**src/rtl/seq_det_ctrl.sv**
```systemverilog
// ---------------------------------------------------------------------------
// seq_det_ctrl
//   Serial 4-bit pattern detector with run control. A start request arms the
//   detector and latches the target pattern, overlap mode and window length.
//   Each valid bit is shifted into a 4-bit history (bit 3 oldest); a full
//   history equal to the pattern is a match, reported as a single-entry
//   valid/ready event carrying the index of the completing bit. A run ends on
//   stop or when the configured number of bits has been examined.
//
// Parameters
//   CNT_W        width of match counter, bit counter and event position
//   WIN_W        width of the detection-window length
//
// Ports
//   clk          clock, rising edge
//   rst          asynchronous reset, active low
//   start        arm request (honoured in IDLE/DONE, wins over stop)
//   stop         abort request (ARMED only, wins over bit_valid)
//   cfg_pattern  target pattern, bit 3 oldest        (latched on start)
//   cfg_overlap  1 = overlapping matches allowed     (latched on start)
//   cfg_window   bits to examine, 0 = unlimited      (latched on start)
//   bit_valid    bit_in valid this cycle
//   bit_in       serial data bit
//   evt_valid    match event pending
//   evt_ready    consumer accepts the pending event
//   evt_pos      0-based index since start of the bit completing the match
//   match_cnt    matches in the current run (saturating)
//   busy         state is ARMED
//   done         state is DONE
//   timeout      run ended by window expiry with no matches
//   evt_ovf      sticky: a match was lost while an event was pending
// ---------------------------------------------------------------------------
module seq_det_ctrl #(
    parameter int unsigned CNT_W = 8,
    parameter int unsigned WIN_W = 8
) (
    input  logic             clk,
    input  logic             rst,
    input  logic             start,
    input  logic             stop,
    input  logic [3:0]       cfg_pattern,
    input  logic             cfg_overlap,
    input  logic [WIN_W-1:0] cfg_window,
    input  logic             bit_valid,
    input  logic             bit_in,
    output logic             evt_valid,
    input  logic             evt_ready,
    output logic [CNT_W-1:0] evt_pos,
    output logic [CNT_W-1:0] match_cnt,
    output logic             busy,
    output logic             done,
    output logic             timeout,
    output logic             evt_ovf
);

    localparam int unsigned CMP_W = (CNT_W > WIN_W) ? CNT_W : WIN_W;

    typedef enum logic [1:0] {
        IDLE  = 2'd0,
        ARMED = 2'd1,
        DONE  = 2'd2
    } state_t;

    state_t             state_q,  state_d;
    logic [3:0]         pat_q,    pat_d;
    logic               ov_q,     ov_d;
    logic [WIN_W-1:0]   win_q,    win_d;
    logic [3:0]         hist_q,   hist_d;
    logic [2:0]         len_q,    len_d;
    logic [CNT_W-1:0]   bcnt_q,   bcnt_d;
    logic [CNT_W-1:0]   mcnt_q,   mcnt_d;
    logic               evv_q,    evv_d;
    logic [CNT_W-1:0]   evpos_q,  evpos_d;
    logic               to_q,     to_d;
    logic               ovf_q,    ovf_d;
    logic               busy_q,   busy_d;
    logic               done_q,   done_d;

    // Candidate values for an accepted bit
    logic [3:0]         hist_n;
    logic [2:0]         len_n;
    logic [CNT_W-1:0]   bcnt_n;
    logic [CNT_W-1:0]   mcnt_n;
    logic               hit;
    logic               accept;

    always_comb begin
        state_d = state_q;
        pat_d   = pat_q;
        ov_d    = ov_q;
        win_d   = win_q;
        hist_d  = hist_q;
        len_d   = len_q;
        bcnt_d  = bcnt_q;
        mcnt_d  = mcnt_q;
        evv_d   = evv_q;
        evpos_d = evpos_q;
        to_d    = to_q;
        ovf_d   = ovf_q;

        accept = evv_q & evt_ready;
        hist_n = {hist_q[2:0], bit_in};
        len_n  = (len_q == 3'd4) ? 3'd4 : len_q + 3'd1;
        bcnt_n = (bcnt_q == '1) ? bcnt_q : bcnt_q + CNT_W'(1);
        hit    = (len_n == 3'd4) && (hist_n == pat_q);
        mcnt_n = (hit && (mcnt_q != '1)) ? mcnt_q + CNT_W'(1) : mcnt_q;

        // Handshake runs in every state so a pending event can drain in DONE
        if (accept) begin
            evv_d = 1'b0;
        end

        unique case (state_q)
            IDLE, DONE: begin
                if (start) begin
                    state_d = ARMED;
                    pat_d   = cfg_pattern;
                    ov_d    = cfg_overlap;
                    win_d   = cfg_window;
                    hist_d  = '0;
                    len_d   = '0;
                    bcnt_d  = '0;
                    mcnt_d  = '0;
                    to_d    = 1'b0;
                    ovf_d   = 1'b0;
                end
            end
            ARMED: begin
                if (stop) begin
                    state_d = DONE;
                end else if (bit_valid) begin
                    hist_d = hist_n;
                    len_d  = (hit && !ov_q) ? 3'd0 : len_n;
                    bcnt_d = bcnt_n;
                    mcnt_d = mcnt_n;
                    if (hit) begin
                        // Slot is free if empty or being drained this cycle
                        if (!evv_q || accept) begin
                            evv_d   = 1'b1;
                            evpos_d = bcnt_q;
                        end else begin
                            ovf_d = 1'b1;
                        end
                    end
                    if ((win_q != '0) && (CMP_W'(bcnt_n) == CMP_W'(win_q))) begin
                        state_d = DONE;
                        to_d    = (mcnt_n == '0);
                    end
                end
            end
            default: begin
                state_d = IDLE;
            end
        endcase

        busy_d = (state_d == ARMED);
        done_d = (state_d == DONE);
    end

    always_ff @(posedge clk or negedge rst) begin
        if (!rst) begin
            state_q <= IDLE;
            pat_q   <= '0;
            ov_q    <= 1'b0;
            win_q   <= '0;
            hist_q  <= '0;
            len_q   <= '0;
            bcnt_q  <= '0;
            mcnt_q  <= '0;
            evv_q   <= 1'b0;
            evpos_q <= '0;
            to_q    <= 1'b0;
            ovf_q   <= 1'b0;
            busy_q  <= 1'b0;
            done_q  <= 1'b0;
        end else begin
            state_q <= state_d;
            pat_q   <= pat_d;
            ov_q    <= ov_d;
            win_q   <= win_d;
            hist_q  <= hist_d;
            len_q   <= len_d;
            bcnt_q  <= bcnt_d;
            mcnt_q  <= mcnt_d;
            evv_q   <= evv_d;
            evpos_q <= evpos_d;
            to_q    <= to_d;
            ovf_q   <= ovf_d;
            busy_q  <= busy_d;
            done_q  <= done_d;
        end
    end

    assign evt_valid = evv_q;
    assign evt_pos   = evpos_q;
    assign match_cnt = mcnt_q;
    assign busy      = busy_q;
    assign done      = done_q;
    assign timeout   = to_q;
    assign evt_ovf   = ovf_q;

endmodule
```
**config.mk**
```make
export PLATFORM = sky130hd
export DESIGN_NAME = seq_det_ctrl
export DESIGN_NICKNAME = d
export VERILOG_FILES = /design/src/rtl/seq_det_ctrl.sv
export SDC_FILE = /design/constraint.sdc
export NUM_CORES = 1
export LEC_CHECK = 0
export ABC_AREA = 0
export CORE_MARGIN = 1
export CORE_UTILIZATION = 60
export CTS_BUF_LIST = sky130_fd_sc_hd__clkbuf_4
export DETAILED_ROUTE_END_ITERATION = 6
export PLACE_DENSITY_LB_ADDON = 0.1
export SYNTH_ARGS = -nofsm -noshare
export SYNTH_HDL_FRONTEND = slang
export SYNTH_SLANG_ARGS = --single-unit
```
**constraint.sdc**
```tcl
create_clock -name clk -period 3.9 [get_ports clk]
set_input_delay 0.585 -clock clk [delete_from_list [all_inputs] [get_ports clk]]
set_output_delay 0.585 -clock clk [all_outputs]
set_load 0.05 [all_outputs]
```
; ---- Word level (Yosys, flattened, before mapping)
; Cells that the tools add are included.
[op_classes]
addsub = 3
n_mul = 0
div = 0
order_cmp = 0
n_eq_ne = 16
shifts = 0
muxes = 40
n_bitwise = 2
reduce_logical = 17
[op_table]
columns = operator, n
row1 = two-way mux 8 bit, 7
row2 = case mux 8 bit (2 select lines), 2
row3 = two-way mux 3 bit, 8
row4 = "adder 8 x 1 -> 8 bit, second input constant", 2
row5 = two-way mux 1 bit, 14
row6 = "!= test 2 bit, second input constant", 6
row7 = case mux 3 bit (2 select lines), 2
row8 = AND reduction 5 bit, 2
row9 = == test 8 bit, 1
row10 = "== test 8 bit, second input constant", 1
row11 = logical NOT 8 bit, 1
row12 = two-way mux 2 bit, 4
row13 = "!= test 8 bit, second input constant", 1
row14 = nonzero test 8 bit, 1
row15 = "== test 3 bit, second input constant", 2
row16 = AND reduction 6 bit, 1
row17 = "== test 2 x 1 -> 1 bit, second input constant", 2
row18 = "== test 2 bit, second input constant", 2
row19 = == test 4 bit, 1
row20 = logical AND 1 bit, 4
row21 = case mux 1 bit (2 select lines), 2
row22 = case mux 2 bit (2 select lines), 1
row23 = AND reduction 4 bit, 1
row24 = "adder 3 x 1 -> 3 bit, second input constant", 1
row25 = other kinds (8), 9
[word_totals]
register_bits = 50
latchBits = 0
ram_bits = 0
mem_bits_ro = 0
in_bits = 20
out_inout_bits = 21
wordCells = 92
mem_count = 0

; ---- Depth between registers and ports, before layout
[logic_depth]
ltp_word = 11
depth_mapped = 9
mapped_depth_nobuf = 8

; ---- Least setup slack after synthesis
; Ideal clock, no wire load.
[synth_timing]
path_kind = register to register
start = register mcnt_q[0] (netlist: match_cnt[0])
end = register to_q (netlist: timeout)
setup_time_ns = 0.068
arrival_ns = 2.375
t_required_ns = 3.832
slack_ns = 1.458
stages_incl_launch_ff = 8
n_path_buf = 0
period_less_slack_ns = 2.442
cell_sequence = dfrtp_1 -> ha_1 -> nand2_1 -> nor4_4 -> nor4_4 -> or3_1 -> a2111oi_1 -> mux2_1
[synth_between]
elab_chain_len = 8
word_cells_on_any_way = 9
cone_classes = add/sub (1) / eq/ne (1) / mux (5) / reduce/logical (2)
[synth_rtl]
columns = element, line
row1 = from (decl), 71  ; logic [CNT_W-1:0] mcnt_q, mcnt_d;
row2 = from (signal assigned), 184  ; mcnt_q <= mcnt_d;
row3 = branches (longest 2 deep; another with adder 8 x 1 -> 8 bit), -
row4 = two-way mux 8 bit *, 106  ; mcnt_n = (hit && (mcnt_q != '1)) ? mcnt_q + CNT_W'(1) : mcnt_q;
row5 = logical NOT 8 bit *, 147  ; to_d = (mcnt_n == '0);
row6 = two-way mux 1 bit *, 145  ; if ((win_q != '0) && (CMP_W'(bcnt_n) == CMP_W'(win_q))) begin
row7 = two-way mux 1 bit *, 131  ; end else if (bit_valid) begin
row8 = two-way mux 1 bit *, 129  ; if (stop) begin
row9 = case mux 1 bit (2 select lines) *, 113  ; unique case (state_q)
row10 = to (signal assigned), 187  ; to_q <= to_d;
row11 = to (decl), 74  ; logic to_q, to_d;
; Every way passes the cells marked *. The select of a mux whose other input is x is not followed.
; A chain may end at the register's enable or synchronous reset.

; ---- Final worst setup path
[layout_timing]
start = register bcnt_q[0]
end = register to_q (netlist: timeout)
[layout_between]
elab_chain_len = 6
word_cells_on_any_way = 7
cone_classes = add/sub (1) / eq/ne (3) / mux (1) / reduce/logical (2)
[layout_rtl]
columns = element, line
row1 = from (decl), 70  ; logic [CNT_W-1:0] bcnt_q, bcnt_d;
row2 = from (signal assigned), 183  ; bcnt_q <= bcnt_d;
row3 = adder 8 x 1 -> 8 bit or == test 8 bit (tied branches), 104  ; bcnt_n = (bcnt_q == '1) ? bcnt_q : bcnt_q + CNT_W'(1);
row4 = two-way mux 8 bit *, 104
row5 = == test 8 bit *, 145
row6 = logical AND 1 bit *, 145
row7 = != test 2 bit (no source line) *, -
row8 = AND reduction 5 bit (no source line) *, -
; Every way passes the cells marked *; elsewhere a longest branch is shown, timed or not.

==> results.md <==
* Status: finished clean
* Met3 routed wirelength at 277 um
* CP Capture Type: register
* DR iter-0 viols at 215
* Synth unique cells at 50
* Routed WL at 5854 um
* Initial antenna violation count at 0
* Hold Path Class: in2async
* Max-Slew Margin vs Limit at 28.91%
* Worst Path Required at 4160 ps
* Critical path's slowest cell: dfrtp_1
* Layout cells sized above 1 at 9.726%
* Synthesis-to-finish area growth at 18.22%
* Setup TNS at 0 ps
* Worst r2r src: bcnt_q[0]
* EDFF count, synth at 0
* Row count at 24
* Primary FF master, synth: dfrtp_1
* Netlist Area Pre-Place at 2706 sq um
* Seq cells post-synth at 50
* Final period utilization at 69.41%
* CP Launch Point: bcnt_q[0]
* Vias in the first global route at 2,212
* Peak VDD IR at 282.5 uV
* Starting Density at 62.16%
* Final setup violation count at 0
* CTS root buffer: clkbuf_4
* Worst-margin pin slew at 1066 ps
* Most used cell, CP: nor3_1
* CP arrival at 2970 ps
* Leakage power at 0.001399 uW
* Sequential share of the synthesized area at 46.23%
* Clock Sink Count at 50
* FMAX at 0.3694 GHz
* GRT overflow at 0
* Die height at 69.16 um
* Setup Skew at 5.492 ps
* Core Box Area at 4354 sq um
* Reg clk slew, reported paths at 140 ps
* Synthesis Warnings at 0
* Metal1 wirelength at 2733 um
* Slew Viols, Final at 0
* DR pass1 iterations at 4
* WS Path Type: reg2reg
* RePlAce Congestion at 0.8866
* HPWL after DPL at 4260 um
* DRC at 0
* Die ar. at 4783 sq um
* Via/cell ratio at 5.969
* Antenna cells at 0
* Area contributors post-synth: dfrtp_1, nand2_1, mux2_2
* Avg Cell Area, Syn at 9.174 sq um
* Area leader, netlist: dfrtp_1
* DR WL met2 at 2724 um
* Tot GR Track Use at 27.19%
* Postcts setup bufs at 0
* Hold Vio Cnt, Final at 0
* Global-route wire length before repair at 10,500 um
* Total power draw at 1288 uW
* Placed Area at 3117 sq um
* CTS Buf Count at 5
* CTS tree: done
* # hold bufs at CTS at 0
* Crit-path leading delay family: simple AND/OR/NAND/NOR gates
* Die width at 69.16 um
* Max-cap check violation count at 0
* Pwr Density at 402.5 nW/um^2
* IO Pins at 41
* Post-synthesis async set-or-reset flop share at 100.0%
* Fin area at 3199 sq um
* Clk buf depth at 2
* Via count at 2,274
* Cts repair resizes at 0
* RSZ-0062 raised after global routing: false
* Routed WL per cell at 15.36 um
* Antenna Nets Post-Route at 0
* Top cell type's share of synthesized area at 46.23%
* Largest net degree at the start of global routing at 51
* Post-layout min period at 2707 ps
* Buf/Inv on CP at 0
* Worst skew pair latency at 360 ps
* Max layer used: met4
* Worst path max stage delay at 500 ps
* Number of H-tree levels at 2
* Critical Path Start Type: register
* Post-Synthesis Net Count at 319
* Worst path cell trace: ha_1 > and4_4 > nor3_1 > nor3_1 > nand3b_1 > nor4_1 > a31oi_1 > mux2_1
* Net count reported at finish at 352
* Count of input and output buffers at 40
* Critical path peak fanout at 9
* Syn Inst Count at 295
layout make-up:
class | count | area, sq um
clock buffers | 6 | 45.04
clock inverters | 2 | 37.54
fillers | 340 | 1155
inverters | 5 | 18.77
multi-input cells | 224 | 1371
flip-flops and latches | 50 | 1251
well taps | 52 | 65.06
repair buffers | 42 | 410.4
worst paths after layout:
| kind | to | slack, ps | depth (start not counted) |
|---|---|---|---|
| worst max-delay path | timeout | 1190 | 8 |
| worst min-delay path | evt_pos[2] | 390 | 1 |
| worst max register to register | timeout | 1190 | 8 |
| worst min register to register | pat_q[3] | 520 | 2 |
| max in group asynchronous | match_cnt[6] | 2850 | 1 |
| min in group clk | pat_q[3] | 520 | 2 |
layout by cell type, fill, tap and decap left out, drive strengths merged, types with 3 or more instances in the layout:
master         count
xnor2              9
o21ai             16
nand2             66
and3               5
buf                3
inv                5
clkdlybuf4s50     39
mux2              11
nor4               5
nor2              18
a311oi             4
or3                4
a211oi             4
a21oi             15
dfrtp             50
clkbuf             6
nand2b             3
ha                 4
nor3              11
a31oi              4
nand3             14
state kept, by name (all words and copies together) (netlist names):
signal and count:
busy 1, match_cnt 8, ov_q 1, timeout 1
state_q 2, evt_pos 8, hist_q 3, evt_valid 1
evt_ovf 1, win_q 8, pat_q 4, bcnt_q 8
len_q 3, done 1
metrics by stage:
| step | cells | setup slack [ps] | hold slack, ps | utilization, % |
|---|---|---|---|---|
| floorplan | 295 | 1458 | 289.4 | - |
| global placement | 373 | 1190 | 484.8 | 71.58 |
| detailed placement | 373 | 1146 | 486.8 | 71.58 |
| CTS | 381 | 1214 | 435.1 | 73.48 |
| global route | 381 | 1014 | 515.2 | 73.48 |
| finish | 381 | 1193 | 390.6 | 73.48 |
metal layers:
| metal | vias to the layer above | track usage (%) |
|---|---|---|
| met2 | 71 | 40.99 |
| met1 | 1069 | 38.54 |
| met5 | - | 0 |
| met3 | 15 | 5.848 |
| met4 | 0 | 10.43 |
| li1 | 1119 | - |
cell families (layout without fill, tap and decap cells):
kind of cell	Yosys count	in the layout	share of synthesized area, %
compound gates	61	61	15.07
mux	13	13	5.317
simple gates	135	135	24.60
fa+ha+maj	4	4	1.849
xor+xnor	11	11	3.560
flops	50	50	46.23
buf+inv	21	55	3.375
cells in the mapped netlist, types with 2 or more instances:
cell	n
nand2_1	66
dfrtp_1	50
nor2_1	18
a21oi_1	15
o21ai_0	15
nand3_1	13
mux2_2	10
nor3_1	10
xnor2_1	9
buf_2	6
clkbuf_1	6
and3_1	5
inv_1	5
a211oi_1	4
a311oi_1	4
a31oi_1	4
clkbuf_2	4
ha_1	4
nand2b_1	3
nor4_1	3
or3_1	3
a22o_1	2
a31o_1	2
a41oi_1	2
mux2i_1	2
nand3b_1	2
nor2b_1	2
nor4_4	2
o22ai_1	2
xor2_1	2
power breakdown:
group          internal [uW]  switching, uW
Combinational            137            193
Clock                    142            165
Sequential               581           69.2
(Power assumes the default switching activity.)
